==> src/rtl/mem_arbiter.sv <==
// Round-robin sharer of one SRAM port between boot/debug (A) and core (B); all outputs registered.
// Latency: grant edge + WAIT_CYCLES+1 strobe cycles, ack the cycle after; losers hold req (no queueing).
module mem_arbiter #(
    parameter int ADDR_W      = 16,
    parameter int DATA_W      = 16,
    parameter int WAIT_CYCLES = 1
) (
    input  logic              i_clk,
    input  logic              i_rst,
    input  logic              i_reqA,
    input  logic              i_wrA,
    input  logic [ADDR_W-1:0] i_addrA,
    input  logic [DATA_W-1:0] i_dataA,
    output logic              o_ackA,
    output logic [DATA_W-1:0] o_dataA,
    input  logic              i_reqB,
    input  logic              i_wrB,
    input  logic [ADDR_W-1:0] i_addrB,
    input  logic [DATA_W-1:0] i_dataB,
    output logic              o_ackB,
    output logic [DATA_W-1:0] o_dataB,
    output logic [ADDR_W-1:0] o_memAddr,
    output logic [DATA_W-1:0] o_memWrData,
    output logic              o_memWr,
    output logic              o_memEn,
    input  logic [DATA_W-1:0] i_memRdData,
    output logic              o_busy
);

    localparam int CNT_W = (WAIT_CYCLES > 0) ? $clog2(WAIT_CYCLES + 1) : 1;

    typedef enum logic [1:0] {
        IDLE    = 2'd0,
        ACCESS  = 2'd1,
        RECOVER = 2'd2
    } state_t;

    state_t              state_q, state_d;
    logic [CNT_W-1:0]    cnt_q, cnt_d;
    logic                last_b_q, last_b_d;
    logic                gnt_b_q, gnt_b_d;
    logic [ADDR_W-1:0]   addr_q, addr_d;
    logic [DATA_W-1:0]   wdata_q, wdata_d;
    logic                wr_q, wr_d;
    logic                en_q, en_d;
    logic                ack_a_q, ack_a_d;
    logic                ack_b_q, ack_b_d;
    logic [DATA_W-1:0]   data_a_q, data_a_d;
    logic [DATA_W-1:0]   data_b_q, data_b_d;
    logic                busy_q, busy_d;
    logic                pick_b;

    always_comb begin
        state_d  = state_q;
        cnt_d    = cnt_q;
        last_b_d = last_b_q;
        gnt_b_d  = gnt_b_q;
        addr_d   = addr_q;
        wdata_d  = wdata_q;
        wr_d     = wr_q;
        en_d     = en_q;
        ack_a_d  = 1'b0;
        ack_b_d  = 1'b0;
        data_a_d = data_a_q;
        data_b_d = data_b_q;
        pick_b   = 1'b0;

        case (state_q)
            IDLE: begin
                if (i_reqA || i_reqB) begin
                    // On a tie, B wins only if A was served last.
                    pick_b   = i_reqB && (!i_reqA || !last_b_q);
                    gnt_b_d  = pick_b;
                    last_b_d = pick_b;
                    addr_d   = pick_b ? i_addrB : i_addrA;
                    wdata_d  = pick_b ? i_dataB : i_dataA;
                    wr_d     = pick_b ? i_wrB : i_wrA;
                    en_d     = 1'b1;
                    cnt_d    = CNT_W'(WAIT_CYCLES);
                    state_d  = ACCESS;
                end
            end
            ACCESS: begin
                if (cnt_q != '0) begin
                    cnt_d = cnt_q - CNT_W'(1);
                end else begin
                    en_d = 1'b0;
                    wr_d = 1'b0;
                    if (!wr_q) begin
                        if (gnt_b_q) data_b_d = i_memRdData;
                        else         data_a_d = i_memRdData;
                    end
                    ack_a_d = !gnt_b_q;
                    ack_b_d = gnt_b_q;
                    state_d = RECOVER;
                end
            end
            RECOVER: state_d = IDLE;
            default: state_d = IDLE;
        endcase

        busy_d = (state_d != IDLE);
    end

    always_ff @(posedge i_clk or posedge i_rst) begin
        if (i_rst) begin
            state_q  <= IDLE;
            cnt_q    <= '0;
            last_b_q <= 1'b1;
            gnt_b_q  <= 1'b0;
            addr_q   <= '0;
            wdata_q  <= '0;
            wr_q     <= 1'b0;
            en_q     <= 1'b0;
            ack_a_q  <= 1'b0;
            ack_b_q  <= 1'b0;
            data_a_q <= '0;
            data_b_q <= '0;
            busy_q   <= 1'b0;
        end else begin
            state_q  <= state_d;
            cnt_q    <= cnt_d;
            last_b_q <= last_b_d;
            gnt_b_q  <= gnt_b_d;
            addr_q   <= addr_d;
            wdata_q  <= wdata_d;
            wr_q     <= wr_d;
            en_q     <= en_d;
            ack_a_q  <= ack_a_d;
            ack_b_q  <= ack_b_d;
            data_a_q <= data_a_d;
            data_b_q <= data_b_d;
            busy_q   <= busy_d;
        end
    end

    assign o_ackA      = ack_a_q;
    assign o_ackB      = ack_b_q;
    assign o_dataA     = data_a_q;
    assign o_dataB     = data_b_q;
    assign o_memAddr   = addr_q;
    assign o_memWrData = wdata_q;
    assign o_memWr     = wr_q;
    assign o_memEn     = en_q;
    assign o_busy      = busy_q;

endmodule

==> config.mk <==
export PLATFORM = sky130hd
export DESIGN_NAME = mem_arbiter
export DESIGN_NICKNAME = d
export VERILOG_FILES = /design/src/rtl/mem_arbiter.sv
export SDC_FILE = /design/constraint.sdc
export NUM_CORES = 1
export LEC_CHECK = 0
export CORE_UTILIZATION = 41
export CTS_BUF_LIST = sky130_fd_sc_hd__clkbuf_16
export DETAILED_ROUTE_END_ITERATION = 16
export GPL_ROUTABILITY_DRIVEN = 0
export PLACE_DENSITY = 0.83
export SETUP_SLACK_MARGIN = 0.2
export SLEW_MARGIN = 20
export SYNTH_ARGS = -nofsm -noshare
export SYNTH_HDL_FRONTEND = slang
export SYNTH_SLANG_ARGS = --single-unit
==> constraint.sdc <==
create_clock -name i_clk -period 2.95 [get_ports i_clk]
set_input_delay 0.59 -clock i_clk [delete_from_list [all_inputs] [get_ports i_clk]]
set_output_delay 0.59 -clock i_clk [all_outputs]
set_load 0.02 [all_outputs]
; Word-level counts from Yosys, hierarchy flattened
; Index checks and enable logic that the tools add are counted.
[totals]
word_cells = 51
register_bits = 74
inputBits = 86
out_inout_bits = 69
[op_classes]
reduce_logical = 14
n_mux = 17
addsub = 1
n_eq_ne = 3
n_bitwise = 3
[ops]
columns = cell, n
row1 = $mux W16, 2
row2 = $mux W1, 9
row3 = $reduce_and A4 Y1, 2
row4 = $pmux W1 S2, 3
row5 = $mux W2, 2
row6 = $ne A2 B2 Y1 const B, 2
row7 = $pmux W2 S2, 1
row8 = $reduce_and A2 Y1, 2
row9 = $reduce_bool A2 Y1, 2
row10 = $logic_not A1 Y1, 3
row11 = $not A1 Y1, 3
row12 = $reduce_and A3 Y1, 1
row13 = $eq A2 B1 Y1 const B, 1
row14 = $logic_not A2 Y1, 1
row15 = $logic_or A1 B1 Y1, 2
row16 = $logic_and A1 B1 Y1, 1
row17 = $sub A1 B1 Y1 const B, 1

; Depth between registers and ports, before layout
; Gate-level depths: netlist of run 1.
[depth]
word_depth = 6
mapped_depth = 6
depth_no_buf = 4

; Worst setup path after synthesis of run 1
; No wires, ideal clock.
[synth_timing]
path_kind = input-to-reg
startpoint = in i_reqB
endpoint = reg addr_q[0] (netlist: o_memAddr[0])
arrival_ns = 1.770
setup_time_ns = 0.125
t_required_ns = 2.825
path_buffers = 1
cell_stages = 4
setup_slack_ns = 1.055
path_cell_list = a21boi_1 -> buf_2 -> mux2_2 -> mux2_2
[synth_via]
elab_chain_cells = 2
elab_cells_between_ends = 4
cone_classes = mux: 1 / reduce/logical: 3
[synth_lines]
columns = item, line
row1 = start: declaration, 16  ; input logic i_reqB,
row2 = $logic_and A1 B1 Y1 / $logic_or A1 B1 Y1 (equally long branches), "72, 70"
row3 = $mux W16 / $reduce_and A2 Y1 (equally long branches), n/a
row4 = end signal: assignment, 125  ; addr_q <= addr_d;
row5 = end: declaration, 42  ; logic [ADDR_W-1:0] addr_q, addr_d;
; Several ways; a longest one is shown, not always the timed one.
; A chain may end at the register's enable or synchronous reset.

; Worst setup path after layout of run 1
[layout_timing]
startpoint = in i_reqB
endpoint = reg addr_q[8] (netlist: o_memAddr[8])
; Same word-level chain as after synthesis.

==> flow_summary_export.csv, run 1 <==
group,metric,value,unit
synth,synthArstFlopShare,1.000,
global_route,antenna_found_initial,0,
timing,finalSetupViolCount,0,
power_and_ir_drop,ir_worst_vdd,0.0007222,V
route,dr_total_vias,2295,
synth,synthesis.area,3258,um^2
synth,synth.top_cell.area_share,0.5607,
synth,yosys_warnings,0,
synth,synth-compound-area-share,0.01690,
synth,synth_edf_count,0,
clocking,htree_num_levels,3,
timing,finalSetupTns,0,ns
clocking,cts_tree,"yes",
placement,dp.final_hpwl,5498,um
final_layout,drive_gt1_frac,0.3351,
synth,yosys-top-cells-area,"dfrtp_1 (56%), mux2_2 (26%), mux2_4 (9.2%)",
worst_setup_path,path_cells,"clkdlybuf4s50_1, a21boi_4, buf_12, mux2_2, mux2_2",
final_layout,finalNetCount,452,
clocking,postCtsHoldBufs,0,
timing,slew_headroom,0.5540,
synth,synth.top_cells.by_count,"mux2_2 (76), dfrtp_1 (73), mux2_4 (20)",
synth,synthMuxAreaShare,0.3610,
power_and_ir_drop,powerDensity,1139,nW/um^2
synth,yosysMostFrequentCell,"mux2_2",
route,drtIter0Drc,51,
placement,place_ws,0.5498,ns
clocking,ctsResizeCount,0,
worst_setup_path,worst_setup_path_end_kind,"flip-flop",
min_path,hold_class,"flip-flop to flip-flop",
final_layout,area_delta_synth_final,62.48,%
synth,synth-seq-area-share,0.5687,
synth,synthAdderAreaFrac,0,
synth,synthSimpleGateAreaFrac,0.02919,
clocking,clk_pin_slew,0.06,ns
synth,synth_top_family_by_area,"multiplexers",
timing,finalWorstSetupSlack,0.8537,ns
route,vias_per_cell,4.862,
floorplanning,core,7687,um^2
clocking,cts_sinks,74,
route,wl_per_cell,15.93,um
power_and_ir_drop,leakagePower,2.223,nW
global_route,globalRouteOverflowTotal,0,
route,drt_pass1_iterations,4,
synth,syn-num-nets,291,
global_route,track_usage,0.1929,
floorplanning,die_h,91.15,um
clocking,cts-root-buf,"clkbuf_16",
worst_setup_path,worstPathRequired,3.14,ns
worst_setup_path,crit_slowest_cell,"clkdlybuf4s50_1",
timing,tightest_slew,0.6681,ns
global_route,grt_pass1_wl,12400,um
clocking,cts_setup_buffers,0,
route,drc,0,
power_and_ir_drop,finalPower,6.032,mW
worst_setup_path,critPathKind,"input pin to flip-flop",
timing,fin_skew,0.006463,ns
synth,postSynthCellCount,205,
synth,synth.avg_cell_area,15.89,um^2
floorplanning,die-area,8307,um^2
floorplanning,fp.dieW,91.15,um
worst_setup_path,cp-start-kind,"input pin",
worst_setup_path,cp.arrival,2.29,ns
timing,hold_viol_final,0,
run_status,outcome,"completed",
synth,synth_cell_types,25,
worst_setup_path,crit_top_cell,"mux2_2",
clocking,numCtsBuffers,9,
worst_setup_path,path_max_fanout,33,
worst_setup_path,reg2reg_slack,1.04,ns
global_route,grt_max_degree,37,
floorplanning,ios,155,
timing,maxSlewViolCount,0,
timing,rsz0062_at_grt,"no",
timing,clock.fmax,477.0,MHz
timing,min_period,2.096,ns
worst_setup_path,critical-path-max-stage-delay,0.58,ns
placement,io_buffer_count,154,
synth,ys_dominant_reg_cell,"dfrtp_1",
route,wl,7518,um
floorplanning,start_util,0.4238,
clocking,clk-insertion-delay-late,0.32,ns
synth,ys_ff_latch,74,
timing,fin_crit_sh,0.7106,
job,drv_cap,0,
clocking,cts_buffer_depth,2,
route,postRouteAntennaNets,0,
synth,synth_top_area_cell,"dfrtp_1",
final_layout,diodes,0,
floorplanning,row_count,32,
synth,synth_xor_area_frac,0,
global_route,first_global_vias,2442,
-- stage by stage --
step | utilization | cells | hold slack (ns) | instance area [um^2]
5_1_grt | 0.6886 | 472 | 0.5133 | 5294
6_report | 0.6886 | 472 | 0.4863 | 5294
3_3_place_gp | 0.6444 | 457 | 0.4652 | 4954
2_1_floorplan | - | 205 | 0.4986 | 3258
4_1_cts | 0.6886 | 472 | 0.4887 | 5294
3_5_place_dp | 0.6444 | 457 | 0.4705 | 4954
-- cell usage in the layout (no fill, tap or decap) --
master,count
a31o_2,1
buf_4,2
clkdlybuf4s50_1,154
nand3b_4,1
clkinv_4,1
clkinvlp_4,1
clkinv_2,1
nor2_1,5
mux2_2,76
buf_12,3
a21o_1,1
nor3_1,1
dfrtp_1,73
nor3_4,2
mux2_4,20
dfstp_2,1
mux2i_1,2
a21boi_4,1
a2bb2oi_1,1
inv_6,1
nand2b_1,1
and2_1,1
a31oi_1,2
inv_1,1
bufinv_16,3
clkbuf_16,9
nand2_1,1
a21oi_1,2
or3b_1,1
inv_2,1
-- metal layers --
metal | GRT usage | wire length (um) | up-vias
met1 | 0.2317 | 3049 | 1122
met2 | 0.3245 | 3773 | 95
li1 | - | - | 1067
met5 | 0 | 0 | -
met3 | 0.05779 | 585 | 11
met4 | 0.07672 | 110 | 0
-- path summary, 6_finish.rpt --
check                                to       start  cells after the start
max                        o_memAddr[8]      i_reqB                      5
min                             o_memEn     o_memEn                      1
max reg2reg                 o_dataA[14]  state_q[0]                      4
min reg2reg                     o_memEn     o_memEn                      1
max in group asynchronous      last_b_q       i_rst                      3
min in group asynchronous    o_dataA[7]       i_rst                      2
-- registers in the layout (all words and copies together), names as in the netlist, 2 cells and up --
signal,flops
o_memWrData,16
state_q,2
o_memAddr,16
o_dataA,16
o_dataB,16
-- cell type report --
class	count	area [um^2]
inverter	3	12.51
multi-input combinational	119	1344
tap	102	127.6
clock buffer	9	225.2
clock inverter	6	115.1
sequential	74	1853
fill	551	2394
timing repair buffer	159	1617
-- logic make-up (layout without fill, tap and decap cells) --
| kind of cell | after synthesis | count (layout) |
|---|---|---|
| muxes | 98 | 98 |
| DFF | 74 | 74 |
| and+or+nand+nor | 13 | 13 |
| buffers and inverters | 12 | 177 |
| AOI/OAI and AO/OA | 8 | 8 |
-- critical path: cells and delay by family --
kind | cells | cell delay [ns]
AOI/OAI and AO/OA | 1 | 0.23
buffers and inverters | 2 | 0.80
muxes | 2 | 0.64
-- power by group --
group	switching [mW]	internal (mW)	total, mW
sequential	0.316	1.55	1.86
combinational	1.27	1.67	2.94
clock	0.405	0.825	1.23
total	1.99	4.04	6.03
Power figures use the tool's default switching activity.
==> run 2: changes to the inputs <==
--- a/config.mk
+++ b/config.mk
@@ -5,11 +5,11 @@
 export SDC_FILE = /design/constraint.sdc
 export NUM_CORES = 1
 export LEC_CHECK = 0
-export CORE_UTILIZATION = 41
+export CORE_UTILIZATION = 37
 export CTS_BUF_LIST = sky130_fd_sc_hd__clkbuf_16
 export DETAILED_ROUTE_END_ITERATION = 16
 export GPL_ROUTABILITY_DRIVEN = 0
-export PLACE_DENSITY = 0.83
+export PLACE_DENSITY = 0.8
 export SETUP_SLACK_MARGIN = 0.2
 export SLEW_MARGIN = 20
 export SYNTH_ARGS = -nofsm -noshare
==> constraint.sdc (replaced) <==
create_clock -name i_clk -period 1.8 [get_ports i_clk]
set_input_delay 0.36 -clock i_clk [delete_from_list [all_inputs] [get_ports i_clk]]
set_output_delay 0.36 -clock i_clk [all_outputs]
set_load 0.02 [all_outputs]
==> run 2 against run 1 <==
Compared with the run above: flip-flop and latch count is the same; design area is 2.4% higher; setup slack lost 0.68 ns; power increased by 55%.
==> flow_summary_export.csv, run 2 (synthesis gave the netlist of run 1 again) <==
group,metric,value,unit
final_layout,layout_commonest_cell,"clkdlybuf4s50_1",
power_and_ir_drop,leakagePower,2.457,nW
final_layout,final_cells,489,
placement,dpl_cell_area,5031,um^2
power_and_ir_drop,ir_worst_vdd,0.0008596,V
global_route,globalRouteOverflowTotal,0,
timing,tightest_slew,0.2967,ns
timing,finalWorstSetupSlack,0.1732,ns
final_layout,layout_common_cells,"clkdlybuf4s50_1 (83), dfrtp_1 (73), dlygate4sd2_1 (71)",
floorplanning,start_util,0.3887,
clocking,cts-root-buf,"clkbuf_16",
route,vias_per_cell,4.810,
final_layout,finalNetCount,466,
placement,place_ws,-0.2573,ns
floorplanning,fp.dieW,95.84,um
timing,hold_viol_final,0,
worst_setup_path,cp.arrival,1.83,ns
timing,rsz0062_at_grt,"yes",
final_layout,diodes,0,
clocking,clk_pin_slew,0.06,ns
final_layout,design_area,5420,um^2
placement,io_buffer_count,154,
route,drt_pass1_iterations,4,
route,postRouteAntennaNets,0,
min_path,hold_class,"input pin to asynchronous set/reset pin",
global_route,track_usage,0.1856,
worst_setup_path,critPathKind,"flip-flop to flip-flop",
timing,slew_headroom,0.8018,
worst_setup_path,worstPathRequired,2.00,ns
route,dr_total_vias,2352,
global_route,first_global_vias,2467,
timing,maxSlewViolCount,0,
timing,clock.fmax,614.7,MHz
clocking,cts_buffer_depth,2,
job,drv_cap,0,
placement,dp.cells,466,
global_route,grt_max_degree,35,
clocking,numCtsBuffers,9,
floorplanning,core,8382,um^2
power_and_ir_drop,powerDensity,1727,nW/um^2
final_layout,drive_gt1_frac,0.3594,
route,wl,8256,um
route,wl_per_cell,16.88,um
worst_setup_path,r2r_end,"o_memAddr[6]",
final_layout,area_delta_synth_final,66.36,%
route,drtIter0Drc,45,
global_route,grt_pass1_wl,12430,um
worst_setup_path,reg2reg_slack,0.17,ns
clocking,clk-insertion-delay-late,0.32,ns
clocking,htree_num_levels,3,
timing,fin_crit_sh,0.9038,
worst_setup_path,worst-r2r-cell-count,5,
clocking,cts_tree,"yes",
timing,finalSetupViolCount,0,
global_route,antenna_found_initial,0,
floorplanning,die-area,9185,um^2
worst_setup_path,reg2reg_from,"last_b_q",
timing,fin_skew,0.005282,ns
placement,dp.final_hpwl,5735,um
route,drc,0,
worst_setup_path,cp-start-kind,"flip-flop",
timing,min_period,1.627,ns
worst_setup_path,worst_setup_path_end_kind,"flip-flop",
worst_setup_path,path_max_fanout,8,
run_status,outcome,"completed",
floorplanning,die_h,95.84,um
floorplanning,row_count,33,
floorplanning,ios,155,
clocking,cts_sinks,74,
run 2: changes by cell type in the layout (fill, tap and decap cells not counted), moves of 2 or more:
cell	change
clkdlybuf4s50_1	-71
clkinvlp_4	+2
buf_12	+4
clkinv_2	+2
mux2_2	-10
buf_4	+6
dlygate4sd2_1	+71
bufinv_16	-2
buf_16	+2
mux2_4	+10
run 2: area by class of cell:
| cell class | count | area, um^2 |
|---|---|---|
| multi-input combinational | 119 | 1384 |
| timing repair buffer | 173 | 1752 |
| clock inverter | 6 | 58.81 |
| clock buffer | 9 | 225.2 |
| fill | 664 | 2962 |
| inverter | 3 | 16.27 |
| tap | 105 | 131.4 |
| sequential | 74 | 1853 |
run 2: timing repair:
action                                  in CTS  in global routing
setup buffers                                4                  1
cloned                                       3                  0
hold buffers                                 0                  0
gates resized for setup                     74                 11
pin swaps                                    2                  1
endpoints found under the setup margin     133                 56
run 2: through the flow:
step	total power, mW	util	setup TNS (ns)	hold slack [ns]
3_5_place_dp	8.053	0.6002	-7.454	0.4702
6_report	9.362	0.6467	0	0.3621
3_3_place_gp	7.908	0.6002	-6.490	0.4733
2_1_floorplan	5.746	-	0	0.4229
4_1_cts	9.404	0.6429	0	0.3514
5_1_grt	9.911	0.6467	0	0.3612
run 2: routing by layer:
metal | vias to the layer above | GRT usage | wire [um]
met5 | - | 0 | 0
met4 | 0 | 0.03358 | 22
met3 | 2 | 0.06951 | 737
met2 | 105 | 0.3363 | 4186
met1 | 1153 | 0.2095 | 3310
li1 | 1092 | - | -
run 2: report_power, final:
group	switching, mW	internal, mW
logic	2.22	2.47
registers	0.451	2.53
clock network	0.637	1.05
total	3.31	6.05
run 2: how the worst max path moves through the flow:
stage | start | end | slack, ns | cells after the start
floorplan | state_q[1] | o_dataA[0] | 0.01 | 5
global placement | i_reqA | o_memAddr[1] | -0.22 | 5
detailed placement | i_reqA | o_memAddr[3] | -0.26 | 5
CTS | last_b_q | o_memAddr[13] | 0.10 | 5
global route | state_q[1] | o_dataA[10] | 0.11 | 4
finish | last_b_q | o_memAddr[6] | 0.17 | 5
run 2: critical path, cell delays in order (launching register included):
cell      delay, ns
dfstp_2        0.56
a21boi_4       0.07
buf_6          0.16
buf_16         0.15
mux2_4         0.30
mux2_4         0.26
==> run 3: changes to the inputs <==
--- a/config.mk
+++ b/config.mk
@@ -5,11 +5,11 @@
 export SDC_FILE = /design/constraint.sdc
 export NUM_CORES = 1
 export LEC_CHECK = 0
-export CORE_UTILIZATION = 37
+export CORE_UTILIZATION = 41
 export CTS_BUF_LIST = sky130_fd_sc_hd__clkbuf_16
 export DETAILED_ROUTE_END_ITERATION = 16
 export GPL_ROUTABILITY_DRIVEN = 0
-export PLACE_DENSITY = 0.8
+export PLACE_DENSITY = 0.83
 export SETUP_SLACK_MARGIN = 0.2
 export SLEW_MARGIN = 20
 export SYNTH_ARGS = -nofsm -noshare
==> constraint.sdc (replaced) <==
create_clock -name i_clk -period 1.5 [get_ports i_clk]
set_input_delay 0.3 -clock i_clk [delete_from_list [all_inputs] [get_ports i_clk]]
set_output_delay 0.3 -clock i_clk [all_outputs]
set_load 0.02 [all_outputs]
==> run 3 against run 2 <==
Compared with the run above: the run now ends with setup timing left; flip-flop and latch count unchanged; routed wire length increased by 1.8%; combinational power increased by 35%; clock skew increased by 0.0018 ns; largest cell class is now non-clock buffers.
==> flow_summary_export.csv, run 3 (synthesis gave the netlist of run 1 again) <==
group,metric,value,unit
clocking,cts_buffer_depth,2,
global_route,globalRouteOverflowTotal,0,
power_and_ir_drop,sw_frac_of_total,0.3474,
run_status,outcome,"complete, but fails checks",
route,vias_per_cell,4.797,
timing,whs,0.3955,ns
final_layout,multi_input_area,1419,um^2
timing,finalSetupViolCount,64,
global_route,busiest_layer,"met2",
worst_setup_path,crit_slowest_cell,"dfstp_2",
final_layout,finalNetCount,477,
placement,place_ws,-0.5013,ns
worst_setup_path,crit_buf_inv,3,
worst_setup_path,cp-start-kind,"flip-flop",
timing,fin_skew,0.007097,ns
timing,finalWorstSetupSlack,-0.1601,ns
placement,dpl_cell_area,5085,um^2
clocking,clk_pin_slew,0.06,ns
clocking,cts_sinks,74,
global_route,grt_max_degree,46,
power_and_ir_drop,finalPower,11.97,mW
timing,min_period,1.660,ns
final_layout,ff_latch_area,1854,um^2
power_and_ir_drop,p_seq_frac,0.302,
timing,rsz0062_at_grt,"yes",
worst_setup_path,timing.critical_path.from,"last_b_q",
floorplanning,fp.dieW,91.15,um
global_route,use_met3,0.07119,
clocking,clk-insertion-delay-late,0.32,ns
timing,maxSlewViolCount,0,
run_status,violations,"setup timing",
timing,slew_headroom,0.8144,
global_route,grt_pass1_wl,13320,um
route,dr_total_vias,2384,
route,drt_pass1_iterations,3,
floorplanning,core,7687,um^2
final_layout,layout_common_cells,"clkdlybuf4s50_1 (83), dfrtp_1 (72), mux2_2 (61)",
route,wl_per_cell,16.91,um
power_and_ir_drop,clkPwrFrac,0.171,
final_layout,fillers,547,
floorplanning,die-area,8307,um^2
timing,tightest_slew,0.2784,ns
final_layout,diodes,0,
route,wl,8406,um
global_route,antenna_found_initial,0,
placement,dp.final_hpwl,5589,um
clocking,cts_tree,"yes",
worst_setup_path,critical-path-max-stage-delay,0.55,ns
global_route,use_met1,0.2580,
worst_setup_path,path_max_fanout,8,
job,drv_cap,0,
floorplanning,die_h,91.15,um
power_and_ir_drop,combPwrFrac,0.527,
global_route,track_usage,0.2104,
clocking,postCtsHoldBufs,0,
global_route,gr-usage-met2,0.3573,
final_layout,drive_gt1_frac,0.5544,
power_and_ir_drop,ir_worst_vdd,0.001224,V
final_layout,layout_commonest_cell,"clkdlybuf4s50_1",
worst_setup_path,reg2reg_slack,-0.16,ns
final_layout,area_delta_synth_final,71.35,%
power_and_ir_drop,switchingPower,4.157,mW
timing,fin_crit_sh,1.107,
final_layout,design_area,5583,um^2
placement,io_buffer_count,154,
min_path,hold_class,"input pin to asynchronous set/reset pin",
timing,clock.fmax,602.4,MHz
worst_setup_path,cp.arrival,1.87,ns
worst_setup_path,critPathKind,"flip-flop to flip-flop",
clocking,cts-root-buf,"clkbuf_16",
route,drtIter0Drc,27,
route,postRouteAntennaNets,0,
power_and_ir_drop,leakagePower,2.471,nW
clocking,numCtsBuffers,9,
power_and_ir_drop,powerDensity,2144,nW/um^2
worst_setup_path,path_cells,"a21boi_4, buf_6, buf_12, buf_16, mux2_2, mux2_4",
clocking,htree_num_levels,3,
worst_setup_path,critPathTopFamily,"flip-flops",
floorplanning,start_util,0.4238,
floorplanning,ios,155,
route,drc,0,
power_and_ir_drop,p_int,7.811,mW
worst_setup_path,worst_setup_path_end_kind,"flip-flop",
timing,finalSetupTns,-4.903,ns
global_route,first_global_vias,2540,
worst_setup_path,reg2reg_from,"last_b_q",
worst_setup_path,worstPathRequired,1.71,ns
timing,hold_viol_final,0,
floorplanning,row_count,32,
[run 3: cell types whose count changed in the layout (fill, tap and decap cells not counted), moves of 5 or more]
cell,delta
mux2_2,-5
clkdlybuf4s15_2,+42
buf_4,+5
mux2_4,+5
buf_2,+10
dlygate4sd2_1,-69
clkbuf_2,+16
[run 3: final cells by class]
| cell class | count | area share |
|---|---|---|
| timing repair buffer | 184 | 0.3368 |
| sequential | 74 | 0.3321 |
| multi-input combinational | 119 | 0.2541 |
| clock buffer | 9 | 0.04034 |
| tap | 102 | 0.02286 |
| clock inverter | 6 | 0.01053 |
| inverter | 3 | 0.003138 |
[run 3: worst register-to-register path: stages, from the launching register on]
cell	delay (ns)
dfstp_2	0.55
a21boi_4	0.06
buf_6	0.14
buf_12	0.12
buf_16	0.13
mux2_2	0.27
mux2_4	0.26
[run 3: layer usage]
layer	wire, um	vias to the layer above
li1	-	1113
met1	3423	1168
met2	4288	93
met3	595	10
met4	99	0
met5	0	-
[run 3: power by group through the flow]
| stage | clock network, mW | logic, mW | registers [mW] |
|---|---|---|---|
| floorplan | 0 | 2.17 | 4.78 |
| global placement | 0 | 6.03 | 3.56 |
| detailed placement | 0 | 6.13 | 3.63 |
| CTS | 2.10 | 6.40 | 3.62 |
| global route | 2.19 | 6.66 | 3.74 |
| finish | 2.05 | 6.31 | 3.61 |
[run 3: timing repair]
item / in CTS / in global routing
resized for setup: 214 / 32
endpoints found under the setup margin: 136 / 92
gates cloned: 4 / 0
setup buffers: 7 / 4
pin swaps: 2 / 0
[run 3: final timing paths]
path	to	cells after the start
setup / recovery	o_memWrData[4]	6
hold / removal	o_dataB[15]	3
setup reg to reg	o_memWrData[4]	6
hold reg to reg	o_memEn	1
max in group asynchronous	o_memWrData[6]	3
min in group i_clk	o_memEn	1
[run 3: metrics by stage]
step / cells / util
2_1_floorplan: 205 / -
3_3_place_gp: 467 / 0.6615
3_5_place_dp: 467 / 0.6615
4_1_cts: 493 / 0.7383
5_1_grt: 497 / 0.7262
6_report: 497 / 0.7262
==> RTL change: new RTL, config.mk and constraints of run 1 <==
Change the parameter `ADDR_W` from 16 to 15.
--- a/src/rtl/mem_arbiter.sv
+++ b/src/rtl/mem_arbiter.sv
@@ -3,3 +3,3 @@
 module mem_arbiter #(
-    parameter int ADDR_W      = 16,
+    parameter int ADDR_W      = 15,
     parameter int DATA_W      = 16,
Ports: changed (resized i_addrA, i_addrB and o_memAddr); port bits go from 155 to 152. The function was not compared with the original's and may differ.
==> RTL change against run 1 <==
Non-clock buffer count fell by 1; utilization rose by 1.1 points; register-to-register slack got worse by 0.11 ns; worst setup slack improved by 0.077 ns; cell area fell by 3.0%; sequential cell count fell by 1; total power fell by 3.6%; wire length rose by 7.2%; synthesized area fell by 3.4%.
==> RTL change: results (changes against run 1) <==
| Metric | Value |
|---|---|
| Switching pwr | `0.00204 W (+2.7%)` |
| Syn nets | `325 (+12%)` |
| Worst slew margin | `0.647 (+0.0930)` |
| Yosys warning count | `0 (unchanged)` |
| Initial DRC count | `78 (+53%)` |
| HPWL Detailed | `5.78 mm (+5.1%)` |
| Share of layout cells above drive strength 1 | `0.160 (-0.175)` |
| Detailed Route WL | `8.06 mm (+7.2%)` |
| Final Skew | `0.00285 ns (-0.00361 ns)` |
| Gr usage total | `0.212 (+0.0188)` |
| Largest cells by area after synthesis | `dfrtp_1, mux2i_1, o21ai_0` |
| Max Fanout on Critical Path | `11 (-67%)` |
| Layout fillers | `521 (-5.4%)` |
| CP max stage delay | `0.49 ns (-0.09 ns)` |
| P_comb | `0.00276 W (-6%)` |
| Pwr Density | `1130 mW/mm^2 (-0.59%)` |
| PortBufs | `151 (-1.9%)` |
| Seq. pwr | `0.00181 W (-3%)` |
| Post-synthesis mux area share | `0.240 (-0.121)` |
| Yosys cell types | `28 (+12%)` |
| Post-synthesis sequential area ratio | `0.581 (+0.0119)` |
| Nets@finish | `478 (+5.8%)` |
| Status | `complete, no violations` |
| Worst EP arrival | `2.23 ns (-0.06 ns)` |
| Synth cell count leaders | `dfrtp_1, o21ai_0, mux2i_1` |
| Max rail drop VDD | `0.000464 V (-36%)` |
| CP top delay family | `simple AND/OR/NAND/NOR gates` |
| Compound-cell area share of the yosys netlist | `0.116 (+0.0988)` |
| Via/cell ratio | `5.05 (+3.8%)` |
| Worst hold path depth | `2 (+1)` |
| First-pass GRT wire length | `12.6 mm (+1.9%)` |
[RTL change: changes by cell type after synthesis, moves of 2 or more]
cell      before  now
clkbuf_1       0    9
buf_2          7    5
nand2_1        1    3
o21ai_0        0   63
mux2_2        76   12
mux2i_1        2   32
[RTL change: layout make-up]
type	instances	area (um^2)	share of cell area
Sequential cell	73	1830	0.356
Timing Repair Buffer	158	1590	0.310
Multi-Input combinational cell	149	1230	0.241
Clock buffer	9	225	0.0439
Tap cell	99	124	0.0241
Clock inverter	7	119	0.0232
Inverter	3	12.5	0.00244
[RTL change: routing by layer]
metal | share of wire | track usage | wire [um]
met1 | 0.42 | 0.265 | 3370
met2 | 0.48 | 0.346 | 3860
met3 | 0.086 | 0.0631 | 693
met4 | 0.017 | 0.0837 | 136
met5 | 0 | 0 | 0
[RTL change: worst paths after layout]
check                           startpoint          end  slack [ns]
worst min register to register     o_memEn      o_memEn        0.50
worst min-delay path               o_memEn      o_memEn        0.50
max in group asynchronous            i_rst   o_dataB[1]        1.57
worst max register to register  state_q[1]  o_dataA[11]        0.93
min in group asynchronous            i_rst   o_dataA[8]        0.63
worst max-delay path            state_q[1]  o_dataA[11]        0.93
[RTL change: metrics by stage]
step | util | cells | cell area, um^2 | hold WS [ns]
2_1_floorplan | - | 241 | 3150 | 0.477
3_3_place_gp | 0.653 | 482 | 4790 | 0.464
3_5_place_dp | 0.653 | 482 | 4790 | 0.491
4_1_cts | 0.700 | 498 | 5130 | 0.502
5_1_grt | 0.700 | 498 | 5130 | 0.523
6_report | 0.700 | 498 | 5130 | 0.495
[RTL change: worst reg2reg max path, delay by kind of cell (launching register included)]
kind | cells | cell delay [ns]
flops | 1 | 0.43
buf+inv | 1 | 0.31
mux | 1 | 0.36
simple gates | 2 | 0.80
